$ cat config.mk
export PLATFORM = sky130hd
export DESIGN_NAME = cam_pixel_capture_flat
export DESIGN_NICKNAME = d
export VERILOG_FILES = /design/src/rtl/cam_pixel_capture_pkg.sv /design/src/rtl/cam_pixel_capture_if.sv /design/src/rtl/cam_pixel_capture_sync_edge.sv /design/src/rtl/cam_pixel_capture.sv /design/src/flat_wrapper.sv
export SDC_FILE = /design/constraint.sdc
export NUM_CORES = 1
export LEC_CHECK = 0
export BUFFER_PORTS_ARGS = -buffer_cell sky130_fd_sc_hd__buf_2
export CORE_MARGIN = 8
export CORE_UTILIZATION = 32
export CTS_CLUSTER_SIZE = 30
export DETAILED_ROUTE_END_ITERATION = 12
export GPL_ROUTABILITY_DRIVEN = 0
export PLACE_DENSITY = 0.48
export REMOVE_ABC_BUFFERS = 1
export SLEW_MARGIN = 30
export SYNTH_ARGS = -nofsm -noshare
export SYNTH_HDL_FRONTEND = slang
export SYNTH_SLANG_ARGS = --single-unit
export TNS_END_PERCENT = 10
$ cat constraint.sdc
create_clock -name clk -period 3.16 [get_ports clk]
set_input_delay 0.316 -clock clk [delete_from_list [all_inputs] [get_ports clk]]
set_output_delay 0.316 -clock clk [all_outputs]
set_load 0.05 [all_outputs]
$ cat src/rtl/cam_pixel_capture_pkg.sv
// Shared types and constants for the OV7670 DVP capture front end.
package CamCaptureTypes;

  localparam int unsigned CAM_WORD_W = 17;
  localparam logic [CAM_WORD_W-1:0] FRAME_START_MARKER = 17'h10000;

  typedef enum logic [2:0] {StSync, StBlank, StMarker, StActive, StDrop} cam_state_e;

  function automatic logic [CAM_WORD_W-1:0] pixel_word(input logic [15:0] pix);
    return {1'b0, pix};
  endfunction

endpackage

$ cat src/rtl/cam_pixel_capture_if.sv
// Camera input bus plus camera-FIFO write side and status flags of the capture block.
interface cam_pixel_capture_if;
  import CamCaptureTypes::*;

  logic                  capture_en;
  logic                  cam_vsync;
  logic                  cam_href;
  logic [7:0]            cam_data;
  logic                  fifo_full;
  logic [CAM_WORD_W-1:0] fifo_data;
  logic                  fifo_wr_en;
  logic                  frame_done;
  logic                  overflow;
  logic                  size_error;

  modport master (
    input  capture_en, cam_vsync, cam_href, cam_data, fifo_full,
    output fifo_data, fifo_wr_en, frame_done, overflow, size_error
  );

  modport slave (
    output capture_en, cam_vsync, cam_href, cam_data, fifo_full,
    input  fifo_data, fifo_wr_en, frame_done, overflow, size_error
  );
endinterface

$ cat src/rtl/cam_pixel_capture_sync_edge.sv
// Registers one sync input and derives rise/fall pulses from the registered copies.
module cam_sync_edge (
  input  logic clk,
  input  logic reset_n,
  input  logic din,
  output logic level,
  output logic rise,
  output logic fall
);

  logic s1_q, s2_q;

  always_ff @(posedge clk or negedge reset_n) begin
    if (!reset_n) begin
      s1_q <= 1'b0;
      s2_q <= 1'b0;
    end else begin
      s1_q <= din;
      s2_q <= s1_q;
    end
  end

  assign level = s1_q;
  assign rise  = s1_q & ~s2_q;
  assign fall  = ~s1_q & s2_q;

endmodule

$ cat src/rtl/cam_pixel_capture.sv
// OV7670 RGB565 pixel assembler feeding the camera FIFO with a per-frame start marker.
// Define CAM_TEST_PATTERN_EN to replace pixel data with a {line, pixel} index pattern.
module cam_pixel_capture
  import CamCaptureTypes::*;
#(
  parameter int unsigned FRAME_WIDTH  = 640,
  parameter int unsigned FRAME_HEIGHT = 480
) (
  input  logic                clk,
  input  logic                reset_n,
  cam_pixel_capture_if.master bus
);

  localparam int unsigned PixW  = $clog2(FRAME_WIDTH + 1);
  localparam int unsigned LineW = $clog2(FRAME_HEIGHT + 1);
  localparam logic [PixW-1:0]  PixMax  = PixW'(FRAME_WIDTH);
  localparam logic [LineW-1:0] LineMax = LineW'(FRAME_HEIGHT);

  logic vs, vs_rise, vs_fall;
  logic hr, hr_rise, hr_fall;

  cam_sync_edge u_vsync (
    .clk     (clk),
    .reset_n (reset_n),
    .din     (bus.cam_vsync),
    .level   (vs),
    .rise    (vs_rise),
    .fall    (vs_fall)
  );

  cam_sync_edge u_href (
    .clk     (clk),
    .reset_n (reset_n),
    .din     (bus.cam_href),
    .level   (hr),
    .rise    (hr_rise),
    .fall    (hr_fall)
  );

  cam_state_e            state_q;
  logic [7:0]            data_q, hi_q;
  logic                  en_q, phase_q, wr_q, done_q, ovf_q, size_q;
  logic [CAM_WORD_W-1:0] word_q;
  logic [PixW-1:0]       pix_q;
  logic [LineW-1:0]      line_q;

  logic             wr_blocked, line_close;
  logic [LineW-1:0] line_next;
  logic [15:0]      pix_val;

  assign wr_blocked = wr_q & bus.fifo_full;
  // A vsync rise with href still high closes the open line in the same cycle.
  assign line_close = hr_fall | (vs_rise & hr);
  assign line_next  = (line_q == LineMax) ? line_q : line_q + 1'b1;

`ifdef CAM_TEST_PATTERN_EN
  assign pix_val = {8'(line_q), 8'(pix_q)};
`else
  assign pix_val = {hi_q, data_q};
`endif

  always_ff @(posedge clk or negedge reset_n) begin
    if (!reset_n) begin
      state_q <= StSync;
      data_q  <= '0;
      hi_q    <= '0;
      en_q    <= 1'b0;
      phase_q <= 1'b0;
      wr_q    <= 1'b0;
      done_q  <= 1'b0;
      ovf_q   <= 1'b0;
      size_q  <= 1'b0;
      word_q  <= '0;
      pix_q   <= '0;
      line_q  <= '0;
    end else begin
      en_q   <= bus.capture_en;
      data_q <= bus.cam_data;
      wr_q   <= 1'b0;
      done_q <= 1'b0;
      if (wr_blocked) ovf_q <= 1'b1;
      unique case (state_q)
        StSync: if (vs) state_q <= StBlank;
        StBlank: begin
          if (vs_fall && en_q) begin
            ovf_q   <= 1'b0;
            size_q  <= 1'b0;
            pix_q   <= '0;
            line_q  <= '0;
            phase_q <= 1'b0;
            wr_q    <= 1'b1;
            word_q  <= FRAME_START_MARKER;
            state_q <= StMarker;
          end
        end
        StMarker: state_q <= wr_blocked ? StDrop : StActive;
        StActive: begin
          if (vs_rise) begin
            phase_q <= 1'b0;
            done_q  <= 1'b1;
            state_q <= StBlank;
            if (line_close) begin
              line_q <= line_next;
              if (phase_q || pix_q != PixMax || line_next != LineMax) size_q <= 1'b1;
            end else if (line_q != LineMax) begin
              size_q <= 1'b1;
            end
          end else if (wr_blocked) begin
            state_q <= StDrop;
          end else if (line_close) begin
            line_q  <= line_next;
            phase_q <= 1'b0;
            if (phase_q || pix_q != PixMax) size_q <= 1'b1;
          end else if (hr) begin
            if (hr_rise) pix_q <= '0;
            if (!phase_q) begin
              hi_q    <= data_q;
              phase_q <= 1'b1;
            end else begin
              phase_q <= 1'b0;
              if (pix_q == PixMax || line_q == LineMax) begin
                size_q <= 1'b1;
              end else begin
                pix_q  <= pix_q + 1'b1;
                wr_q   <= 1'b1;
                word_q <= pixel_word(pix_val);
              end
            end
          end else begin
            phase_q <= 1'b0;
          end
        end
        StDrop: begin
          if (vs_rise) begin
            done_q  <= 1'b1;
            state_q <= StBlank;
          end
        end
        default: state_q <= StSync;
      endcase
    end
  end

  // Gate on the live full flag so a write is never issued into a full FIFO.
  assign bus.fifo_wr_en = wr_q & ~bus.fifo_full;
  assign bus.fifo_data  = word_q;
  assign bus.frame_done = done_q;
  assign bus.overflow   = ovf_q;
  assign bus.size_error = size_q;

endmodule

$ cat src/flat_wrapper.sv
// flat-port wrapper written by rule: the top's interface ports become plain ports
module cam_pixel_capture_flat import CamCaptureTypes::*;
#(
  parameter int unsigned FRAME_WIDTH  = 640,
  parameter int unsigned FRAME_HEIGHT = 480
)
  (clk, reset_n, bus_capture_en, bus_cam_vsync, bus_cam_href, bus_cam_data, bus_fifo_full, bus_fifo_data, bus_fifo_wr_en, bus_frame_done, bus_overflow, bus_size_error);
  cam_pixel_capture_if bus_i ();
  input  logic clk;
  input  logic reset_n;
  input wire logic [$bits(bus_i.capture_en)-1:0] bus_capture_en;
  input wire logic [$bits(bus_i.cam_vsync)-1:0] bus_cam_vsync;
  input wire logic [$bits(bus_i.cam_href)-1:0] bus_cam_href;
  input wire logic [$bits(bus_i.cam_data)-1:0] bus_cam_data;
  input wire logic [$bits(bus_i.fifo_full)-1:0] bus_fifo_full;
  output wire logic [$bits(bus_i.fifo_data)-1:0] bus_fifo_data;
  output wire logic [$bits(bus_i.fifo_wr_en)-1:0] bus_fifo_wr_en;
  output wire logic [$bits(bus_i.frame_done)-1:0] bus_frame_done;
  output wire logic [$bits(bus_i.overflow)-1:0] bus_overflow;
  output wire logic [$bits(bus_i.size_error)-1:0] bus_size_error;
  assign bus_i.capture_en = bus_capture_en;
  assign bus_i.cam_vsync = bus_cam_vsync;
  assign bus_i.cam_href = bus_cam_href;
  assign bus_i.cam_data = bus_cam_data;
  assign bus_i.fifo_full = bus_fifo_full;
  assign bus_fifo_data = bus_i.fifo_data;
  assign bus_fifo_wr_en = bus_i.fifo_wr_en;
  assign bus_frame_done = bus_i.frame_done;
  assign bus_overflow = bus_i.overflow;
  assign bus_size_error = bus_i.size_error;
  cam_pixel_capture #(.FRAME_WIDTH(FRAME_WIDTH), .FRAME_HEIGHT(FRAME_HEIGHT)) u_core (.clk(clk), .reset_n(reset_n), .bus(bus_i));
endmodule
==> flow_summary.yaml, run 1 <==
setup_path:
  end_kind: "flop"
  crit_path_start: "u_core.line_q[0]$_DFFE_PN0P_"
  rr_worst_depth: 8
  crit_path_start_kind: "flop"
  cp_slowest_cell: "or4b_4"
  crit_path_end: "u_core.pix_q[5]$_DFFE_PN0P_"
  rr_endpoint: "u_core.pix_q[5]$_DFFE_PN0P_"
  regToRegSetupSlack_ns: 0.72
  crit_arrival_ns: 2.67
  max_stage_delay_ns: 0.46
  worst-path-max-fanout: 47
  crit_chain: "inv_1 > ha_1 > or4b_4 > nor3_4 > nor4b_4 > buf_4 > and3_1 > a221o_1"
  reg2reg_from: "u_core.line_q[0]$_DFFE_PN0P_"
  worst-setup-path-type: "flop to flop"
  worstPathRequired_ns: 3.39
floorplan:
  rows: 36
  ios: 35
  dieArea_um2: 13200
  die_y_um: 114.9
  initial_core_util: 0.3245
  dieWidth_um: 114.9
  core_um2: 9639
drt:
  wire_per_inst_um: 14.26
  vias: 2368
  drt_pass1_iterations: 4
  dr.first_iter.drc_count: 84
  drc: 0
  via_per_inst: 4.862
  postRouteWirelength_um: 6946
  antenna_left: 0
layout:
  final_cell_mix: "65 x dfrtp_1, 53 x nand2_1, 34 x buf_2"
  syn2layout_area_growth_pct: 15.08
  final_common_cell: "dfrtp_1"
  layout.nets: 367
  diodes: 0
  final_cells: 487
  final_cell_area_um2: 3600
  drive_gt1_frac: 0.2119
global_routing:
  grt_first_pass_wirelength_um: 11950
  grt_max_degree: 48
  grt_use_total: 0.1147
  antenna_found_initial: 0
  gr-total-overflow: 0
  grt_pass1_vias: 2349
power:
  powerDensity_nw_per_um2: 834.1
  power.leakage_nw: 1.673
  ir_drop_v: 0.0003562
synth:
  ys_ff_latch: 65
  syn_area_per_cell_um2: 9.930
  synth_cell_type_count: 49
  synth_edf_count: 0
  synth_top_area_cell: "dfrtp_1"
  ys.flop_type: "dfrtp_1"
  netlist_area_um2: 3128
  ys_seq_area_frac: 0.5200
  synth_top_cells_by_area: "dfrtp_1 52%, nand2_1 6.4%, o21ai_0 5.0%"
  netlist_instances: 315
  async_reset_ff_frac: 1.000
  yosysWarnings: 0
  yosysTopAreaCellShare: 0.5200
sta:
  worst_slew_margin_rel: 0.5481
  period_needed_ns: 2.435
  setup_viol_count_final: 0
  fin_crit_sh: 0.7707
  clock.fmax_mhz: 410.6
  clock_skew_ns: 0.01048
  finalMaxSlewViolations: 0
  tightest_slew_ns: 0.6708
  rsz0062_at_grt: "false"
  fin_tns_setup_ns: 0
  finalHoldViolations: 0
clock_network:
  root_buffer: "clkbuf_8"
  htreeDepth: 3
  postCtsSetupBuffers: 0
  post_cts_resized: 0
  cts_buffers: 9
  holdBufCountCts: 1
  cts_tree: "built"
  clock-sinks: 65
  cts.path.max_buffers: 2
  clk_latency_ns: 0.35
  path_clk_slew_ns: 0.08
outcome:
  status: "finished, final reports clean"
run:
  drv_cap: 0
worst_hold_path:
  hold_class: "input port to flop"
placed_design:
  portBuffers: 34
  dp_hpwl_um: 4569
  placed_cell_area_um2: 3388
  dpl.cell_count: 470
[flip-flops by register name, summed over array words and instances (netlist names), 3 cells and up]
register              count
u_core.state_q            3
u_core.data_q             8
u_core.hi_q               8
u_core.pix_q             10
u_core.bus.fifo_data     17
u_core.line_q             9
[cells by family (layout without fill, tap and decap cells)]
kind of cell | after synthesis | in the layout | synth area share
AO/OA/AOI/OAI | 77 | 77 | 0.1596
multiplexers | 11 | 11 | 0.03920
adder cells (fa/ha/maj) | 4 | 4 | 0.01600
XOR/XNOR | 1 | 1 | 0.002801
AND/OR/NAND/NOR | 136 | 136 | 0.2220
flip-flops | 65 | 65 | 0.5200
buffers and inverters | 21 | 60 | 0.04040
[synth_stat cells (6+ instances only)]
| cell | number |
|---|---|
| nand2_1 | 53 |
| nor2_1 | 27 |
| a31oi_1 | 8 |
| a221o_1 | 6 |
| mux2_2 | 10 |
| a21oi_1 | 15 |
| buf_6 | 6 |
| inv_1 | 7 |
| clkbuf_1 | 6 |
| o21ai_0 | 31 |
| and3_1 | 13 |
| nand3_1 | 11 |
| dfrtp_1 | 65 |
[report_power, final]
group | total (mW) | internal [mW] | switching [mW]
registers | 1.21 | 1.04 | 0.166
logic | 1.06 | 0.320 | 0.738
clock network | 0.735 | 0.371 | 0.364
[worst min-delay path by stage]
stage / to / startpoint / slack (ns) / cells after the start
2_1_floorplan: u_core.bus.fifo_data[0]$_DFFE_PN0P_ / reset_n / 0.02 / 0
3_3_place_gp: u_core.state_q[2]$_DFFE_PN0P_ / reset_n / 0.37 / 1
3_5_place_dp: u_core.state_q[2]$_DFFE_PN0P_ / reset_n / 0.37 / 1
4_1_cts: u_core.data_q[0]$_DFF_PN0_ / bus_cam_data[0] / 0.04 / 1
5_1_grt: u_core.data_q[0]$_DFF_PN0_ / bus_cam_data[0] / 0.05 / 1
6_report: u_core.data_q[0]$_DFF_PN0_ / bus_cam_data[0] / 0.06 / 1
[critical path, delay by kind of cell, from the launching register on]
family	cells	cell delay, ns
AND/OR/NAND/NOR	4	1.11
flip-flops	1	0.45
adder cells (fa/ha/maj)	1	0.13
buffers and inverters	2	0.35
AO/OA/AOI/OAI	1	0.26
[area by class of cell]
cell class,count,area [um2]
inverters,7,26.28
well taps,133,166.4
clock buffers,9,123.9
repair buffers,37,195.2
multi-input cells,229,1384
flip-flops and latches,65,1627
fillers,996,6040
clock inverters,7,77.57
[metrics by stage]
stage / hold slack (ns) / worst slack [ns] / util / total power [mW]
floorplan: 0.02041 / -0.003540 / - / 2.009
global placement: 0.3748 / 0.7952 / 0.3515 / 2.292
detailed placement: 0.3749 / 0.7369 / 0.3515 / 2.296
CTS: 0.04285 / 0.7017 / 0.3734 / 3.049
global route: 0.04556 / 0.5371 / 0.3734 / 3.209
finish: 0.06137 / 0.7247 / 0.3734 / 3.002
[per-layer routing]
layer  wire (um)  GRT usage  vias up  share of wire
met4         119    0.05779        0          0.017
met2        3145     0.1734       35           0.45
li1            -          -     1190              -
met1        3498     0.1507     1134           0.50
met5           0          0        -              0
met3         183    0.02626        9          0.026
No activity file was read; power rests on OpenSTA's default activity.
==> run 2: changes to the inputs <==
ABC_AREA = 1   (was unset)
PLACE_DENSITY = 0.5   (was 0.48)
clock period = 2 ns   (was 3.16 ns; I/O delays follow)
==> run 2 against run 1 <==
  * Utilization up 2.4 points
  * Clock power up 74%
  * Maximum frequency up 35%
  * Die area up 1.2%
  * Area after synthesis up 1.4%
  * Clock-buffer cell count unchanged
  * Synthesized cell count up 17%
  * Largest cell class unchanged
==> flow_summary.yaml, run 2 <==
outcome:
  status: "finished, final reports clean"
sta:
  tightest_slew_ns: 0.6465
  timing.hold.ws_ns: 0.2827
  worst_slew_margin_rel: 0.5685
  fin_crit_sh: 0.9013
  rsz0062_at_grt: "true"
  finalHoldViolations: 0
  clock_skew_ns: 0.01159
  fin_ws_ns: 0.1974
  setup_viol_count_final: 0
  clock.fmax_mhz: 554.8
  period_needed_ns: 1.803
  finalMaxSlewViolations: 0
clock_network:
  htreeDepth: 3
  postCtsSetupBuffers: 0
  cts_tree: "built"
  clk_latency_ns: 0.35
  cts.path.max_buffers: 2
  root_buffer: "clkbuf_8"
  cts_buffers: 9
  path_clk_slew_ns: 0.08
  clock-sinks: 65
setup_path:
  end_kind: "flop"
  worst-path-max-fanout: 27
  worstPathRequired_ns: 2.28
  crit_path_start_kind: "flop"
  crit_arrival_ns: 2.08
  worst-setup-path-type: "flop to flop"
global_routing:
  grt_max_degree: 31
  antenna_found_initial: 0
  grt_first_pass_wirelength_um: 12060
  gr-total-overflow: 0
  grt_pass1_vias: 2555
  grt_use_total: 0.1149
drt:
  postRouteWirelength_um: 6996
  via_per_inst: 4.621
  drt_pass1_iterations: 4
  wire_per_inst_um: 12.49
  vias: 2588
  drc: 0
  dr.first_iter.drc_count: 65
  antenna_left: 0
placed_design:
  dpl.cell_count: 532
  portBuffers: 34
  post-place-ws_ns: 0.1194
  dp_hpwl_um: 4980
synth:
  syn_area_per_cell_um2: 8.639
  yosysWarnings: 0
  ys_seq_area_frac: 0.5130
  synth_top_area_cell: "dfrtp_1"
  synth_edf_count: 0
  synth_cell_type_count: 33
  synth_top_cells_by_area: "dfrtp_1 51%, nand2_1 8.8%, nand3_1 7.4%"
  ys_ff_latch: 65
  synth_most_common_cell: "nand2_1"
  netlist_instances: 367
  netlist_area_um2: 3171
  ys.flop_type: "dfrtp_1"
  yosysTopAreaCellShare: 0.5130
  async_reset_ff_frac: 1.000
  netlist_top_cells_count: "74 x nand2_1, 65 x dfrtp_1, 47 x nand3_1"
floorplan:
  ios: 35
  die_y_um: 115.5
  dieWidth_um: 115.5
  initial_core_util: 0.3274
  dieArea_um2: 13350
  core_um2: 9684
  rows: 36
layout:
  final_cells: 560
  final_cell_mix: "73 x nand2_1, 65 x dfrtp_1, 47 x nand3_1"
  largest_register_ff_count: 17
  drive_gt1_frac: 0.2037
  layout.nets: 440
  diodes: 0
  syn2layout_area_growth_pct: 21.43
  final_common_cell: "nand2_1"
run:
  drv_cap: 0
power:
  clkPwrFrac: 0.277
  p_int_mw: 2.748
  p_sw_mw: 1.872
  ir_drop_v: 0.0007138
  p_comb_frac: 0.335
  powerDensity_nw_per_um2: 1200
  seq_power_share: 0.388
  sw_frac_of_total: 0.4053
  power.leakage_nw: 1.888
worst_hold_path:
  hold_class: "input port to flop"
## run 2: cell type report
type                       count  area (um2)
tap                          133       166.4
inverter                      53       201.4
multi-input combinational    242        1287
timing repair buffer          51       340.3
fill                         980        5834
clock buffer                   9       123.9
clock inverter                 7       103.9
sequential                    65        1627
## run 2: final timing paths
kind | start | to | slack, ns | cells past startpoint
max in group asynchronous | reset_n | u_core.pix_q[0]$_DFFE_PN0P_ | 1.07 | 3
worst min register to register | u_core.u_vsync.level$_DFF_PN0_ | u_core.u_vsync.s2_q$_DFF_PN0_ | 0.40 | 0
worst max register to register | u_core.pix_q[0]$_DFFE_PN0P_ | u_core.pix_q[1]$_DFFE_PN0P_ | 0.20 | 10
worst max-delay path | u_core.pix_q[0]$_DFFE_PN0P_ | u_core.pix_q[1]$_DFFE_PN0P_ | 0.20 | 10
min in group asynchronous | reset_n | u_core.u_vsync.s2_q$_DFF_PN0_ | 0.30 | 2
worst min-delay path | bus_fifo_full | u_core.state_q[1]$_DFFE_PN0P_ | 0.28 | 4
## run 2: worst max-delay path, cell delays in order (launching register included)
cell,delay (ns)
dfrtp_1,0.42
inv_1,0.10
ha_1,0.15
nand2_1,0.05
nor2_1,0.12
nand4_1,0.18
nand3_4,0.19
inv_2,0.12
nand2_8,0.17
nand2_1,0.09
o21ai_1,0.15
## run 2: repair_timing
item,4_1_cts,5_1_grt
endpoints found under the setup margin,0,21
hold endpoints to repair,25,0
gates resized for setup,0,2
hold buffers,12,0
## run 2: kinds of logic (layout without fill, tap and decap cells)
group	Yosys count	count (layout)	share of synthesized area
xor gates and xnor gates	2	2	0.005526
DFF	65	65	0.5130
buffers and inverters	60	120	0.08445
adders and majority gates	4	4	0.01579
and+or+nand+nor	175	175	0.2664
AOI/OAI and AO/OA	61	61	0.1148
## run 2: metal layers
| layer | up-vias | global-route usage | routed length (um) |
|---|---|---|---|
| met5 | - | 0 | 0 |
| met2 | 55 | 0.1694 | 3076 |
| li1 | 1316 | - | - |
| met3 | 10 | 0.02449 | 304 |
| met4 | 0 | 0.06830 | 170 |
| met1 | 1207 | 0.1514 | 3445 |
## run 2: per-stage QoR
stage	power [mW]	TNS, ns	utilization	area (um2)
floorplan	2.945	0	-	3104
global placement	3.337	0	0.3605	3491
detailed placement	3.348	0	0.3605	3491
CTS	4.668	0	0.3964	3839
global route	4.928	-0.01320	0.3975	3850
finish	4.620	0	0.3975	3850
## run 2: power by group through the flow
stage                     combinational [mW]  sequential (mW)  clock [mW]
final                                   1.55             1.79        1.28
after global routing                    1.72             1.83        1.37
after floorplan                        0.804             2.14           0
after detailed placement                1.53             1.82           0
after CTS                               1.55             1.79        1.32
after global placement                  1.52             1.81           0
